--- config.mk ---
export PLATFORM = sky130hd
export DESIGN_NAME = reg_file_cmd_ctrl
export DESIGN_NICKNAME = d
export VERILOG_FILES = /design/src/rtl/reg_file_cmd_ctrl.sv
export SDC_FILE = /design/constraint.sdc
export NUM_CORES = 1
export LEC_CHECK = 0
export CAP_MARGIN = 20
export CORE_ASPECT_RATIO = 0.5
export CORE_MARGIN = 10
export CORE_UTILIZATION = 50
export CTS_BUF_LIST = sky130_fd_sc_hd__clkbuf_4 sky130_fd_sc_hd__clkbuf_8 sky130_fd_sc_hd__clkbuf_16
export DETAILED_ROUTE_END_ITERATION = 10
export PLACE_DENSITY = 0.8
export SLEW_MARGIN = 10
export SYNTH_ARGS = -nofsm -noshare
export SYNTH_HDL_FRONTEND = slang
export SYNTH_SLANG_ARGS = --single-unit
--- constraint.sdc ---
create_clock -name CLK -period 1.7 [get_ports CLK]
set_clock_uncertainty 0.05 [all_clocks]
set_input_delay 0.255 -clock CLK [delete_from_list [all_inputs] [get_ports CLK]]
set_output_delay 0.255 -clock CLK [all_outputs]
set_load 0.02 [all_outputs]
--- src/rtl/reg_file_cmd_ctrl.sv ---
`default_nettype none
// ============================================================================
// Module   : reg_file_cmd_ctrl
// Brief    : Byte-stream command parser driving an 8x16 register file, with
//            two-byte read-data return on a valid/ready transmit interface.
// Revision : 1.0 - initial release
// ============================================================================
module reg_file_cmd_ctrl #(
    parameter logic [7:0]  WR_CMD      = 8'hAA,
    parameter logic [7:0]  RD_CMD      = 8'hBB,
    parameter int unsigned ADDR_W      = 3,
    parameter int unsigned TIMEOUT_CYC = 1024
) (
    input  logic              CLK,
    input  logic              RST,
    input  logic [7:0]        RX_DATA,
    input  logic              RX_VALID,
    output logic [7:0]        TX_DATA,
    output logic              TX_VALID,
    input  logic              TX_READY,
    output logic              RF_WrEn,
    output logic              RF_RdEn,
    output logic [ADDR_W-1:0] RF_Address,
    output logic [15:0]       RF_WrData,
    input  logic [15:0]       RF_RdData,
    output logic              BUSY,
    output logic              FRAME_ERR
);

    localparam int unsigned      CNT_W    = $clog2(TIMEOUT_CYC);
    localparam logic [CNT_W-1:0] CNT_LAST = CNT_W'(TIMEOUT_CYC - 1);

    typedef enum logic [3:0] {
        S_IDLE      = 4'd0,
        S_GET_ADDR  = 4'd1,
        S_GET_DLO   = 4'd2,
        S_GET_DHI   = 4'd3,
        S_WRITE     = 4'd4,
        S_READ      = 4'd5,
        S_READ_WAIT = 4'd6,
        S_TX_LO     = 4'd7,
        S_TX_HI     = 4'd8
    } state_t;

    state_t             state_q, state_d;
    logic               is_rd_q, is_rd_d;
    logic [CNT_W-1:0]   cnt_q, cnt_d;
    logic [7:0]         cap_hi_q, cap_hi_d;
    logic [ADDR_W-1:0]  addr_q, addr_d;
    logic [15:0]        wdata_q, wdata_d;
    logic               wren_q, wren_d;
    logic               rden_q, rden_d;
    logic [7:0]         txd_q, txd_d;
    logic               txv_q, txv_d;
    logic               busy_q, busy_d;
    logic               err_q, err_d;
    logic               in_frame;

    assign in_frame = (state_q == S_GET_ADDR) || (state_q == S_GET_DLO) ||
                      (state_q == S_GET_DHI);

    always_comb begin
        state_d  = state_q;
        is_rd_d  = is_rd_q;
        cnt_d    = '0;
        cap_hi_d = cap_hi_q;
        addr_d   = addr_q;
        wdata_d  = wdata_q;
        wren_d   = 1'b0;
        rden_d   = 1'b0;
        txd_d    = txd_q;
        txv_d    = txv_q;
        err_d    = 1'b0;

        case (state_q)
            S_IDLE: begin
                if (RX_VALID) begin
                    if (RX_DATA == WR_CMD || RX_DATA == RD_CMD) begin
                        is_rd_d = (RX_DATA == RD_CMD);
                        state_d = S_GET_ADDR;
                    end else begin
                        err_d = 1'b1;
                    end
                end
            end
            S_GET_ADDR: begin
                if (RX_VALID) begin
                    if ((RX_DATA >> ADDR_W) != 8'd0) begin
                        err_d   = 1'b1;
                        state_d = S_IDLE;
                    end else begin
                        addr_d = RX_DATA[ADDR_W-1:0];
                        if (is_rd_q) begin
                            rden_d  = 1'b1;
                            state_d = S_READ;
                        end else begin
                            state_d = S_GET_DLO;
                        end
                    end
                end
            end
            S_GET_DLO: begin
                if (RX_VALID) begin
                    wdata_d[7:0] = RX_DATA;
                    state_d      = S_GET_DHI;
                end
            end
            S_GET_DHI: begin
                if (RX_VALID) begin
                    wdata_d[15:8] = RX_DATA;
                    wren_d        = 1'b1;
                    state_d       = S_WRITE;
                end
            end
            S_WRITE: begin
                err_d   = RX_VALID;
                state_d = S_IDLE;
            end
            S_READ: begin
                err_d   = RX_VALID;
                state_d = S_READ_WAIT;
            end
            S_READ_WAIT: begin
                // Read data is registered inside the register file, so it is
                // only valid one cycle after the read strobe.
                err_d    = RX_VALID;
                cap_hi_d = RF_RdData[15:8];
                txd_d    = RF_RdData[7:0];
                txv_d    = 1'b1;
                state_d  = S_TX_LO;
            end
            S_TX_LO: begin
                err_d = RX_VALID;
                if (TX_READY) begin
                    txd_d   = cap_hi_q;
                    state_d = S_TX_HI;
                end
            end
            S_TX_HI: begin
                err_d = RX_VALID;
                if (TX_READY) begin
                    txv_d   = 1'b0;
                    state_d = S_IDLE;
                end
            end
            default: state_d = S_IDLE;
        endcase

        // A byte arriving in the same cycle as expiry takes precedence.
        if (in_frame && !RX_VALID) begin
            if (cnt_q == CNT_LAST) begin
                err_d   = 1'b1;
                state_d = S_IDLE;
            end else begin
                cnt_d = cnt_q + CNT_W'(1);
            end
        end

        busy_d = (state_d != S_IDLE);
    end

    always_ff @(posedge CLK or negedge RST) begin
        if (!RST) begin
            state_q  <= S_IDLE;
            is_rd_q  <= 1'b0;
            cnt_q    <= '0;
            cap_hi_q <= '0;
            addr_q   <= '0;
            wdata_q  <= '0;
            wren_q   <= 1'b0;
            rden_q   <= 1'b0;
            txd_q    <= '0;
            txv_q    <= 1'b0;
            busy_q   <= 1'b0;
            err_q    <= 1'b0;
        end else begin
            state_q  <= state_d;
            is_rd_q  <= is_rd_d;
            cnt_q    <= cnt_d;
            cap_hi_q <= cap_hi_d;
            addr_q   <= addr_d;
            wdata_q  <= wdata_d;
            wren_q   <= wren_d;
            rden_q   <= rden_d;
            txd_q    <= txd_d;
            txv_q    <= txv_d;
            busy_q   <= busy_d;
            err_q    <= err_d;
        end
    end

    assign TX_DATA    = txd_q;
    assign TX_VALID   = txv_q;
    assign RF_WrEn    = wren_q;
    assign RF_RdEn    = rden_q;
    assign RF_Address = addr_q;
    assign RF_WrData  = wdata_q;
    assign BUSY       = busy_q;
    assign FRAME_ERR  = err_q;

endmodule
`default_nettype wire

# ---- Word level (Yosys, flattened, before mapping)
# Index checks and enable logic that the tools add are counted.
dict set report totals {
  out_inout_bits 32
  register_bits 55
  in_bits 28
  word_cells 76
}
dict set report classes {
  n_reduce_logical 17
  mux 31
  addsub 1
  n_eq_ne 13
  bitwise_logic 1
}
# cell n
set op_table {}
lappend op_table {{4-bit two-way mux} 9}
lappend op_table {{4-bit case mux with 8 select lines} 1}
lappend op_table {{10-bit two-way mux} 2}
lappend op_table {{4-bit by 3-bit == test with 1-bit output, second input constant} 4}
lappend op_table {{8-bit == test, second input constant} 2}
lappend op_table {{8-bit case mux with 2 select lines} 1}
lappend op_table {{1-bit two-way mux} 13}
lappend op_table {{10-bit by 1-bit adder with 10-bit output, second input constant} 1}
lappend op_table {{10-bit == test, second input constant} 1}
lappend op_table {{4-bit by 2-bit == test with 1-bit output, second input constant} 2}
lappend op_table {{8-bit two-way mux} 1}
lappend op_table {{2-bit AND reduction} 4}
lappend op_table {{8-bit nonzero test} 1}
lappend op_table {{3-bit two-way mux} 2}
lappend op_table {{3-bit AND reduction} 2}
lappend op_table {{5-bit OR reduction} 1}
lappend op_table {{4-bit by 1-bit == test with 1-bit output, second input constant} 1}
lappend op_table {{4-bit == test, second input constant} 1}
lappend op_table {{4-bit logical NOT} 1}
lappend op_table {{2-bit inequality test, second input constant} 2}
lappend op_table {{2-bit nonzero test} 2}
lappend op_table {{4-bit nonzero test} 1}
lappend op_table {{1-bit logical OR} 3}
lappend op_table {{1-bit case mux with 3 select lines} 1}
lappend op_table {{other kinds (4)} 4}

# ---- Logic depth before layout (Yosys ltp)
# Gate-level depths: netlist of run 1.
dict set report logic_depth {
  depth_word 8
  depth_mapped 8
  ltp_nobuf 6
}

# ---- Worst setup path before layout of run 1
# OpenSTA, ideal clock, no wires.
dict set report synth_timing {
  path_type {register -> register}
  start {reg state_q[3]}
  end {reg wdata_q[10], in the netlist RF_WrData[10]}
  slack_ns 0.147
  required_ns 1.525
  period_less_slack_ns 1.553
  path_buffers 1
  arrival_ns 1.378
  setup_time_ns 0.125
  stages_incl_launch_ff 5
  path_cell_list {dfrtp_1 -> buf_6 -> nand2b_1 -> nor3_4 -> mux2_4}
}
dict set report synth_via {
  elab_chain_cells 2
}
# item line_no
set synth_lines {}
lappend synth_lines {{start, declared} 45} ;# state_t state_q, state_d;
lappend synth_lines {{start signal, assigned} 177} ;# state_q <= state_d;
lappend synth_lines {{4-bit by 2-bit == test with 1-bit output} 75} ;# case (state_q)
lappend synth_lines {{2-bit AND reduction (no line)} --}
lappend synth_lines {{end signal, assigned} 182} ;# wdata_q <= wdata_d;
lappend synth_lines {{end, declared} 50} ;# logic [15:0] wdata_q, wdata_d;
# No other way between the ends.
# A chain may end at the register's enable or synchronous reset.

# ---- Worst setup path after layout of run 1
dict set report layout_timing {
  start {reg state_q[1]}
  end {reg cap_hi_q[5]}
}
dict set report layout_via {
  elab_chain_cells 1
}
# item line_no
set layout_lines {}
lappend layout_lines {{4-bit by 3-bit == test with 1-bit output} 75}
lappend layout_lines {{end signal, assigned} 180} ;# cap_hi_q <= cap_hi_d;
lappend layout_lines {{end, declared} 48} ;# logic [7:0] cap_hi_q, cap_hi_d;
# No other way between the ends.

==> impl_metrics.env, run 1 <==
export IMPL_io_pins=60
export IMPL_clock_root_buffer="clkbuf_8"
export IMPL_synth_nets=252
export IMPL_fin_crit_sh=0.9715
export IMPL_clk_latency_ns=0.30
export IMPL_synth_simple_area_share=0.1754
export IMPL_drtAntennaViolNets=0
export IMPL_netlist_cell_type_count=42
export IMPL_die_width_um=121.5
export IMPL_syn_inst=223
export IMPL_synth_compound_area_frac=0.07094
export IMPL_nets=340
export IMPL_placed_area_um2=3452
export IMPL_mostFrequentLayoutCells="clkdlybuf4s50_1 (58), dfrtp_1 (53), nor2_1 (25), buf_4 (25), nand2_1 (23)"
export IMPL_finalSetupViolCount=0
export IMPL_via_per_inst=5.226
export IMPL_hold_path_class="primary input to asynchronous set/reset pin"
export IMPL_num_rows=18
export IMPL_path_clk_slew_ns=0.09
export IMPL_synth_top_cell_by_area="dfrtp_1"
export IMPL_synth_top_family_by_area="simple AND/OR/NAND/NOR gates"
export IMPL_synth_avg_cell_area_um2=11.55
export IMPL_drt_iter0_drc=112
export IMPL_synthArstFlopShare=1.000
export IMPL_drc=0
export IMPL_first_global_vias=2117
export IMPL_syn_area_um2=2575
export IMPL_synthTopCellsByArea="dfrtp_1 (53%), mux2_2 (6.6%), mux2_4 (4.7%)"
export IMPL_num_antenna_cells=0
export IMPL_drive_gt1_frac=0.2412
export IMPL_rsz0062_at_grt="no"
export IMPL_cts_tree="built"
export IMPL_yosys_most_used_dff="dfrtp_1"
export IMPL_post_route_util=0.7192
export IMPL_status="finished, final reports clean"
export IMPL_setup_ws_ns=0.04850
export IMPL_leakagePower_nw=1.580
export IMPL_track_usage=0.1465
export IMPL_grt_max_degree=27
export IMPL_synth_edf_count=0
export IMPL_drt_total_wl_um=6003
export IMPL_area_growth_pct=38.39
export IMPL_antenna_found_initial=0
export IMPL_fp_dieArea_um2=8595
export IMPL_cp_end_kind="flip-flop"
export IMPL_power_density_nw_per_um2=640.8
export IMPL_final_area_um2=3563
export IMPL_tightestPinTransition_ns=0.4357
export IMPL_place_congestion=0.8239
export IMPL_htreeDepth=2
export IMPL_fmax_mhz=605.5
export IMPL_firstDrtPassIters=4
export IMPL_crit_arrival_ns=1.79
export IMPL_synth_xor_area_share=0.02721
export IMPL_hold_viol_final=0
export IMPL_stdcell_count=381
export IMPL_clock_sinks=55
export IMPL_drv_slew=0
export IMPL_start_util=0.5197
export IMPL_layout_min_cycle_time_ns=1.651
export IMPL_dp_cells=373
export IMPL_yosys_area_share_adder=0.004859
export IMPL_cap_violations=0
export IMPL_synth_warnings=0
export IMPL_postCtsSetupBuffers=0
export IMPL_fill_cells=346
export IMPL_grt_ovfl_total=0
export IMPL_required_ns=1.84
export IMPL_cts_made_buffers=5
export IMPL_start_kind="flip-flop"
export IMPL_num_vias=1991
export IMPL_die_y_um=70.75
export IMPL_irDropWorstVdd_uv=368.6
export IMPL_yosysSeqAreaShare=0.5345
export IMPL_yosysTopAreaCellShare=0.5345
export IMPL_cts_max_path_buffers=2
export IMPL_criticalPathCategory="flip-flop to flip-flop"
export IMPL_synth_ff_latch_count=55
export IMPL_core_um2=4955
export IMPL_grt_first_pass_wirelength_um=10370
export IMPL_rrSetupSlack_ns=0.05
export IMPL_finalSetupTns_ns=0
export IMPL_layout_commonest_cell="clkdlybuf4s50_1"
export IMPL_hpwl_um=4710
export IMPL_max_slew_margin=0.7095
export IMPL_muxShareOfSynthArea=0.1565
export IMPL_wl_per_cell_um=15.76
export IMPL_portBuffers=59
export IMPL_path_max_fanout=9
export IMPL_pre_cts_slack_ns=-0.1651
## area by class of cell
class                   instances  area (µm²)  area share
clock inverters                 1       5.005    0.001404
multi-input cells             156        1131      0.3174
well taps                      70       87.58     0.02458
clock buffers                   6       82.58     0.02317
inverters                       4       15.01    0.004213
repair buffers                 89       863.3      0.2423
flip-flops and latches         55        1379      0.3869
## synthesized netlist by cell type, types with 3 or more instances
cell type and n:
nand3_1 6, o21ai_1 8, nand2b_1 5, o21ai_0 7
a21oi_1 6, nor2_1 26, mux2i_1 8, buf_6 3
dfrtp_1 55, buf_2 3, mux2_2 15, nor2b_1 6
nand2_1 23, mux2_1 3, mux2_4 8, inv_1 4
xnor2_1 6
## logic make-up (layout without fill, tap and decap cells)
family / Yosys count / after routing
buffers and inverters: 12 / 100
multiplexers: 34 / 34
adder cells (fa/ha/maj): 1 / 1
AO/OA/AOI/OAI: 29 / 29
AND/OR/NAND/NOR: 84 / 84
flip-flops: 55 / 55
XOR/XNOR: 8 / 8
## critical path, stage by stage (launching register included)
cell and delay [ns]:
dfrtp_1 0.48, nor2b_1 0.26, nor2b_1 0.16, buf_4 0.21, mux2_2 0.36
## per-stage QoR
step,total power (W),hold slack (ns)
after floorplan,0.001425,-0.09059
after global placement,0.001595,0.1648
after detailed placement,0.001602,0.1739
after CTS,0.002316,0.3687
after global routing,0.002395,0.4029
final,0.002284,0.3642
## what timing repair did
action | in CTS | in global routing
hold buffers | 1 | 0
endpoints found under the hold margin | 17 | 0
gates resized for setup | 0 | 5
setup endpoints to repair | 0 | 11
## report_power, final
| part | switching [W] | internal [W] | leakage (nW) |
|---|---|---|---|
| Clock | 0.000387 | 0.000320 | 0.0470 |
| Sequential | 0.0000102 | 0.00132 | 0.749 |
| Combinational | 0.000103 | 0.000138 | 0.784 |
## state kept, by name, indices dropped and copies added (netlist names), 3 cells and up
| name | count |
|---|---|
| cnt_q | 10 |
| RF_Address | 3 |
| cap_hi_q | 8 |
| TX_DATA | 8 |
| RF_WrData | 16 |
| state_q | 4 |
## metal layers
layer	global-route usage	routed length, µm	vias up	share of wire
met1	0.1705	2535	970	0.42
met3	0.04038	378	13	0.063
met2	0.2573	2989	64	0.50
met4	0.04599	100	0	0.017
li1	-	-	944	-
met5	0	0	-	0
## path summary, 6_finish.rpt
| path | from | end | depth (start not counted) |
|---|---|---|---|
| max | state_q[1] | cap_hi_q[5] | 4 |
| min | RST | TX_DATA[4] | 2 |
| max reg2reg | state_q[1] | cap_hi_q[5] | 4 |
| min reg2reg | cnt_q[0] | cnt_q[0] | 1 |
| max in group asynchronous | RST | state_q[0] | 3 |
| min in group CLK | cnt_q[0] | cnt_q[0] | 1 |
(Power assumes the default switching activity.)
==> run 2, diff against run 1 <==
--- a/config.mk
+++ b/config.mk
@@ -11,7 +11,7 @@
 export CORE_UTILIZATION = 50
 export CTS_BUF_LIST = sky130_fd_sc_hd__clkbuf_4 sky130_fd_sc_hd__clkbuf_8 sky130_fd_sc_hd__clkbuf_16
 export DETAILED_ROUTE_END_ITERATION = 10
-export PLACE_DENSITY = 0.8
+export PLACE_DENSITY = 0.81
 export SLEW_MARGIN = 10
 export SYNTH_ARGS = -nofsm -noshare
 export SYNTH_HDL_FRONTEND = slang
==> run 2 against run 1 <==
  * Cell count did not move
  * Power is 0.65% higher
  * Flip-flop and latch count is the same
  * Fmax is 0.84% higher
  * Sequential power barely moved
  * Count of clock-buffer cells in the layout increased by 1
  * Largest power group unchanged
  * Clock power rose by 2%
  * Cell area up 0.35%
==> impl_metrics.env, run 2 (synthesis gave the netlist of run 1 again) <==
export IMPL_pwr_share_clk=0.313
export IMPL_criticalPathCategory="flip-flop to flip-flop"
export IMPL_setup_ws_ns=0.06228
export IMPL_required_ns=1.87
export IMPL_drtAntennaViolNets=0
export IMPL_power_density_nw_per_um2=642.7
export IMPL_io_pins=60
export IMPL_p_comb_frac=0.106
export IMPL_dp_cells=371
export IMPL_fin_crit_sh=0.9634
export IMPL_drv_slew=0
export IMPL_grt_max_degree=56
export IMPL_leakagePower_nw=1.582
export IMPL_fmax_mhz=610.6
export IMPL_cap_violations=0
export IMPL_status="finished, final reports clean"
export IMPL_nets=339
export IMPL_max_slew_margin=0.7809
export IMPL_firstDrtPassIters=5
export IMPL_clk_latency_ns=0.30
export IMPL_via_per_inst=5.304
export IMPL_cts_made_buffers=5
export IMPL_start_kind="flip-flop"
export IMPL_hold_viol_final=0
export IMPL_stdcell_count=381
export IMPL_clock_sinks=55
export IMPL_drt_iter0_drc=106
export IMPL_num_rows=18
export IMPL_clock_root_buffer="clkbuf_8"
export IMPL_grt_ovfl_total=0
export IMPL_antenna_found_initial=0
export IMPL_switching_share=0.2241
export IMPL_die_y_um=70.75
export IMPL_hold_path_class="primary input to asynchronous set/reset pin"
export IMPL_drt_total_wl_um=6300
export IMPL_pwr_share_seq=0.581
export IMPL_first_global_vias=2093
export IMPL_holdWs_ns=0.4176
export IMPL_num_vias=2021
export IMPL_largest_register_ffs=16
export IMPL_irDropWorstVdd_uv=357.7
export IMPL_post_route_util=0.7217
export IMPL_portBuffers=59
export IMPL_drive_gt1_frac=0.2508
export IMPL_layout_commonest_cell="clkdlybuf4s50_1"
export IMPL_crit_arrival_ns=1.81
export IMPL_path_clk_slew_ns=0.10
export IMPL_switchingPower_w=0.0005150
export IMPL_tightestPinTransition_ns=0.3287
export IMPL_mostFrequentLayoutCells="clkdlybuf4s50_1 (58), dfrtp_1 (53), buf_4 (24)"
export IMPL_drc=0
export IMPL_track_usage=0.1482
export IMPL_rsz0062_at_grt="no"
export IMPL_fp_dieArea_um2=8595
export IMPL_layout_min_cycle_time_ns=1.638
export IMPL_grt_first_pass_wirelength_um=10350
export IMPL_path_max_fanout=11
export IMPL_die_width_um=121.5
export IMPL_intPower_w=0.001783
export IMPL_num_antenna_cells=0
export IMPL_wl_per_cell_um=16.54
export IMPL_place_congestion=0.8362
export IMPL_hpwl_um=4770
export IMPL_power_w=0.002298
export IMPL_start_util=0.5197
export IMPL_htreeDepth=2
export IMPL_area_growth_pct=38.87
export IMPL_core_um2=4955
export IMPL_cts_tree="built"
export IMPL_finalSetupViolCount=0
export IMPL_pre_cts_slack_ns=-0.2600
export IMPL_cp_end_kind="flip-flop"
export IMPL_cts_max_path_buffers=2
## run 2: cell types whose count changed in the layout (fill, tap and decap cells not counted), sizes merged
cell,change
buf,-1
clkbuf,+1
## run 2: layer usage
metal / vias to the layer above / GRT usage / wire length, µm
met2: 91 / 0.2776 / 3349
met4: 0 / 0.04993 / 82
met1: 981 / 0.1657 / 2450
met5: - / 0 / 0
li1: 941 / - / -
met3: 8 / 0.02692 / 416
## run 2: through the flow
stage	cell area, µm²	TNS [ns]
floorplan	2575	0
global placement	3425	-1.668
detailed placement	3425	-3.090
CTS	3532	0
global route	3576	0
finish	3576	0
## run 2: layout make-up
| class | count | area [µm²] |
|---|---|---|
| fillers | 340 | 1379 |
| inverters | 4 | 15.01 |
| well taps | 70 | 87.58 |
| multi-input cells | 156 | 1150 |
| clock inverters | 1 | 5.005 |
| flip-flops and latches | 55 | 1379 |
| clock buffers | 7 | 83.83 |
| repair buffers | 88 | 855.8 |
## run 2: final timing paths
kind,end,start,slack [ns],cells after the start
hold reg to reg,RF_Address[1],RF_Address[1],0.45,1
hold / removal,cap_hi_q[2],RST,0.42,3
setup / recovery,BUSY,state_q[2],0.06,5
max in group asynchronous,state_q[0],RST,0.92,3
min in group CLK,RF_Address[1],RF_Address[1],0.45,1
setup reg to reg,BUSY,state_q[2],0.06,5
## run 2: repair_timing
item | 4_1_cts | 5_1_grt
pin swaps | 0 | 1
hold buffers | 1 | 0
setup buffers | 0 | 1
hold endpoints to repair | 55 | 0
gates resized for setup | 2 | 7
endpoints found under the setup margin | 2 | 18
## run 2: power by group through the flow
stage               registers, W   logic, W  clock network [W]
finish                   0.00134   0.000244           0.000718
global route             0.00134   0.000261           0.000791
CTS                      0.00134   0.000244           0.000734
detailed placement       0.00136   0.000239                  0
global placement         0.00136   0.000233                  0
floorplan                0.00138  0.0000440                  0
## run 2: worst max-delay path, stage by stage (launching register included)
cell and delay [ns]:
dfrtp_2 0.49, nor3b_2 0.30, and4_4 0.31, nor2b_4 0.16
nor4_2 0.06, o2111ai_2 0.18
==> run 3, diff against run 2 <==
--- a/config.mk
+++ b/config.mk
@@ -7,7 +7,6 @@
 export LEC_CHECK = 0
 export CAP_MARGIN = 20
 export CORE_ASPECT_RATIO = 0.5
-export CORE_MARGIN = 10
 export CORE_UTILIZATION = 50
 export CTS_BUF_LIST = sky130_fd_sc_hd__clkbuf_4 sky130_fd_sc_hd__clkbuf_8 sky130_fd_sc_hd__clkbuf_16
 export DETAILED_ROUTE_END_ITERATION = 10
==> run 3 against run 2 <==
  * Critical path type unchanged
  * Highest routed layer unchanged
  * Cell area increased by 1.1%
  * Sequential power hardly changed
  * Critical path depth down 1
  * Setup slack lost 0.014 ns
==> impl_metrics.env, run 3 (synthesis gave the netlist of run 1 again) <==
export IMPL_status="finished, final reports clean"
export IMPL_largest_register_ffs=16
export IMPL_cts_tree="built"
export IMPL_clk_latency_ns=0.30
export IMPL_core_um2=4932
export IMPL_postCtsSetupBuffers=0
export IMPL_grt_first_pass_wirelength_um=9432
export IMPL_clock_root_buffer="clkbuf_8"
export IMPL_fill_cells=341
export IMPL_final_area_um2=3615
export IMPL_criticalPathCategory="flip-flop to flip-flop"
export IMPL_io_pins=60
export IMPL_wl_met1_um=2581
export IMPL_layout_commonest_cell="clkdlybuf4s50_1"
export IMPL_crit_arrival_ns=1.80
export IMPL_required_ns=1.85
export IMPL_start_util=0.5221
export IMPL_stdcell_count=385
export IMPL_fin_crit_sh=0.9715
export IMPL_layout_min_cycle_time_ns=1.652
export IMPL_wl_per_cell_um=14.81
export IMPL_antenna_found_initial=0
export IMPL_pre_cts_slack_ns=-0.1768
export IMPL_path_max_fanout=9
export IMPL_cp_end_kind="flip-flop"
export IMPL_hold_viol_final=0
export IMPL_irDropWorstVdd_uv=386.1
export IMPL_finalSetupViolCount=0
export IMPL_tightestPinTransition_ns=0.4090
export IMPL_path_clk_slew_ns=0.09
export IMPL_pwr_share_clk=0.359
export IMPL_cap_violations=0
export IMPL_num_rows=18
export IMPL_htreeDepth=2
export IMPL_place_congestion=0.8401
export IMPL_p_comb_frac=0.098
export IMPL_drt_iter0_drc=60
export IMPL_drive_gt1_frac=0.2476
export IMPL_grt_ovfl_total=0
export IMPL_setup_ws_ns=0.04840
export IMPL_clock_sinks=55
export IMPL_cts_max_path_buffers=2
export IMPL_fp_dieArea_um2=5459
export IMPL_firstDrtPassIters=4
export IMPL_drv_slew=0
export IMPL_top_layer="met4"
export IMPL_multi_input_area_um2=1131
export IMPL_dr_wl_met2_um=2869
export IMPL_dp_cells=376
export IMPL_num_antenna_cells=0
export IMPL_grt_max_degree=28
export IMPL_power_w=0.002460
export IMPL_hold_path_class="primary input to asynchronous set/reset pin"
export IMPL_portBuffers=59
export IMPL_via_per_inst=5.125
export IMPL_cts_made_buffers=5
export IMPL_power_density_nw_per_um2=680.6
export IMPL_seq_area_um2=1378
export IMPL_reg2reg_from="state_q[3]"
export IMPL_intPower_w=0.001939
export IMPL_switchingPower_w=0.0005211
export IMPL_area_growth_pct=40.38
export IMPL_die_y_um=52.75
export IMPL_drtAntennaViolNets=0
export IMPL_track_usage=0.2337
export IMPL_drt_total_wl_um=5701
export IMPL_mostFrequentLayoutCells="clkdlybuf4s50_1 (58), dfrtp_1 (54), buf_4 (28)"
export IMPL_die_width_um=103.5
export IMPL_dr_wl_met3_um=212
export IMPL_rsz0062_at_grt="yes"
export IMPL_first_global_vias=2051
export IMPL_placed_area_um2=3475
export IMPL_max_slew_margin=0.7273
export IMPL_nets=343
export IMPL_pwr_share_seq=0.543
export IMPL_num_vias=1973
export IMPL_fmax_mhz=605.5
export IMPL_crit_path_start="state_q[3]"
export IMPL_switching_share=0.2118
export IMPL_hpwl_um=4183
export IMPL_leakagePower_nw=1.612
export IMPL_drc=0
export IMPL_start_kind="flip-flop"
run 3: cell types whose count changed in the layout (fill, tap and decap cells not counted), sizes merged:
cell    change
buf         +4
clkbuf      -1
bufinv      +1
run 3: what timing repair did:
action / CTS / global route
cloned: 0 / 0
endpoints found under the setup margin: 16 / 14
resized for setup: 1 / 3
hold endpoints to repair: 16 / 0
pin swaps: 0 / 1
hold buffers: 1 / 0
run 3: cell type report:
type / count / share of cell area
clock buffers: 6 / 0.02285
multi-input cells: 156 / 0.3129
repair buffers: 92 / 0.2451
inverters: 4 / 0.004154
flip-flops and latches: 55 / 0.3811
clock inverters: 2 / 0.009692
well taps: 70 / 0.02423
run 3: worst paths after layout:
path / end / slack (ns) / depth (start not counted)
worst max-delay path: cap_hi_q[0] / 0.05 / 4
worst min-delay path: RF_WrData[10] / 0.35 / 2
worst max register to register: cap_hi_q[0] / 0.05 / 4
worst min register to register: TX_DATA[4] / 0.44 / 2
max in group asynchronous: is_rd_q / 0.73 / 3
min in group CLK: TX_DATA[4] / 0.44 / 2
run 3: metal layers:
layer / track usage / vias to the layer above
met2: 0.4194 / 54
li1: - / 945
met3: 0.04533 / 4
met1: 0.2929 / 970
met5: 0 / -
met4: 0.05634 / 0
run 3: power groups by stage:
stage / registers [W] / clock network, W / logic [W]
5_1_grt: 0.00134 / 0.000962 / 0.000262
4_1_cts: 0.00134 / 0.000911 / 0.000243
6_report: 0.00134 / 0.000883 / 0.000241
3_3_place_gp: 0.00136 / 0 / 0.000234
2_1_floorplan: 0.00138 / 0 / 0.0000440
3_5_place_dp: 0.00136 / 0 / 0.000240
run 3: metrics by stage:
stage	TNS [ns]	hold slack, ns	util
after floorplan	0	-0.09059	-
after global placement	-1.354	0.1499	0.7045
after detailed placement	-2.123	0.1574	0.7045
after CTS	0	0.3551	0.7306
after global routing	-0.01404	0.3861	0.7329
final	0	0.3522	0.7329
run 3: critical path: stages (launching register included):
cell and delay, ns:
dfrtp_1 0.48, nand2b_2 0.27, nor2b_1 0.17, buf_4 0.22
mux2_2 0.36
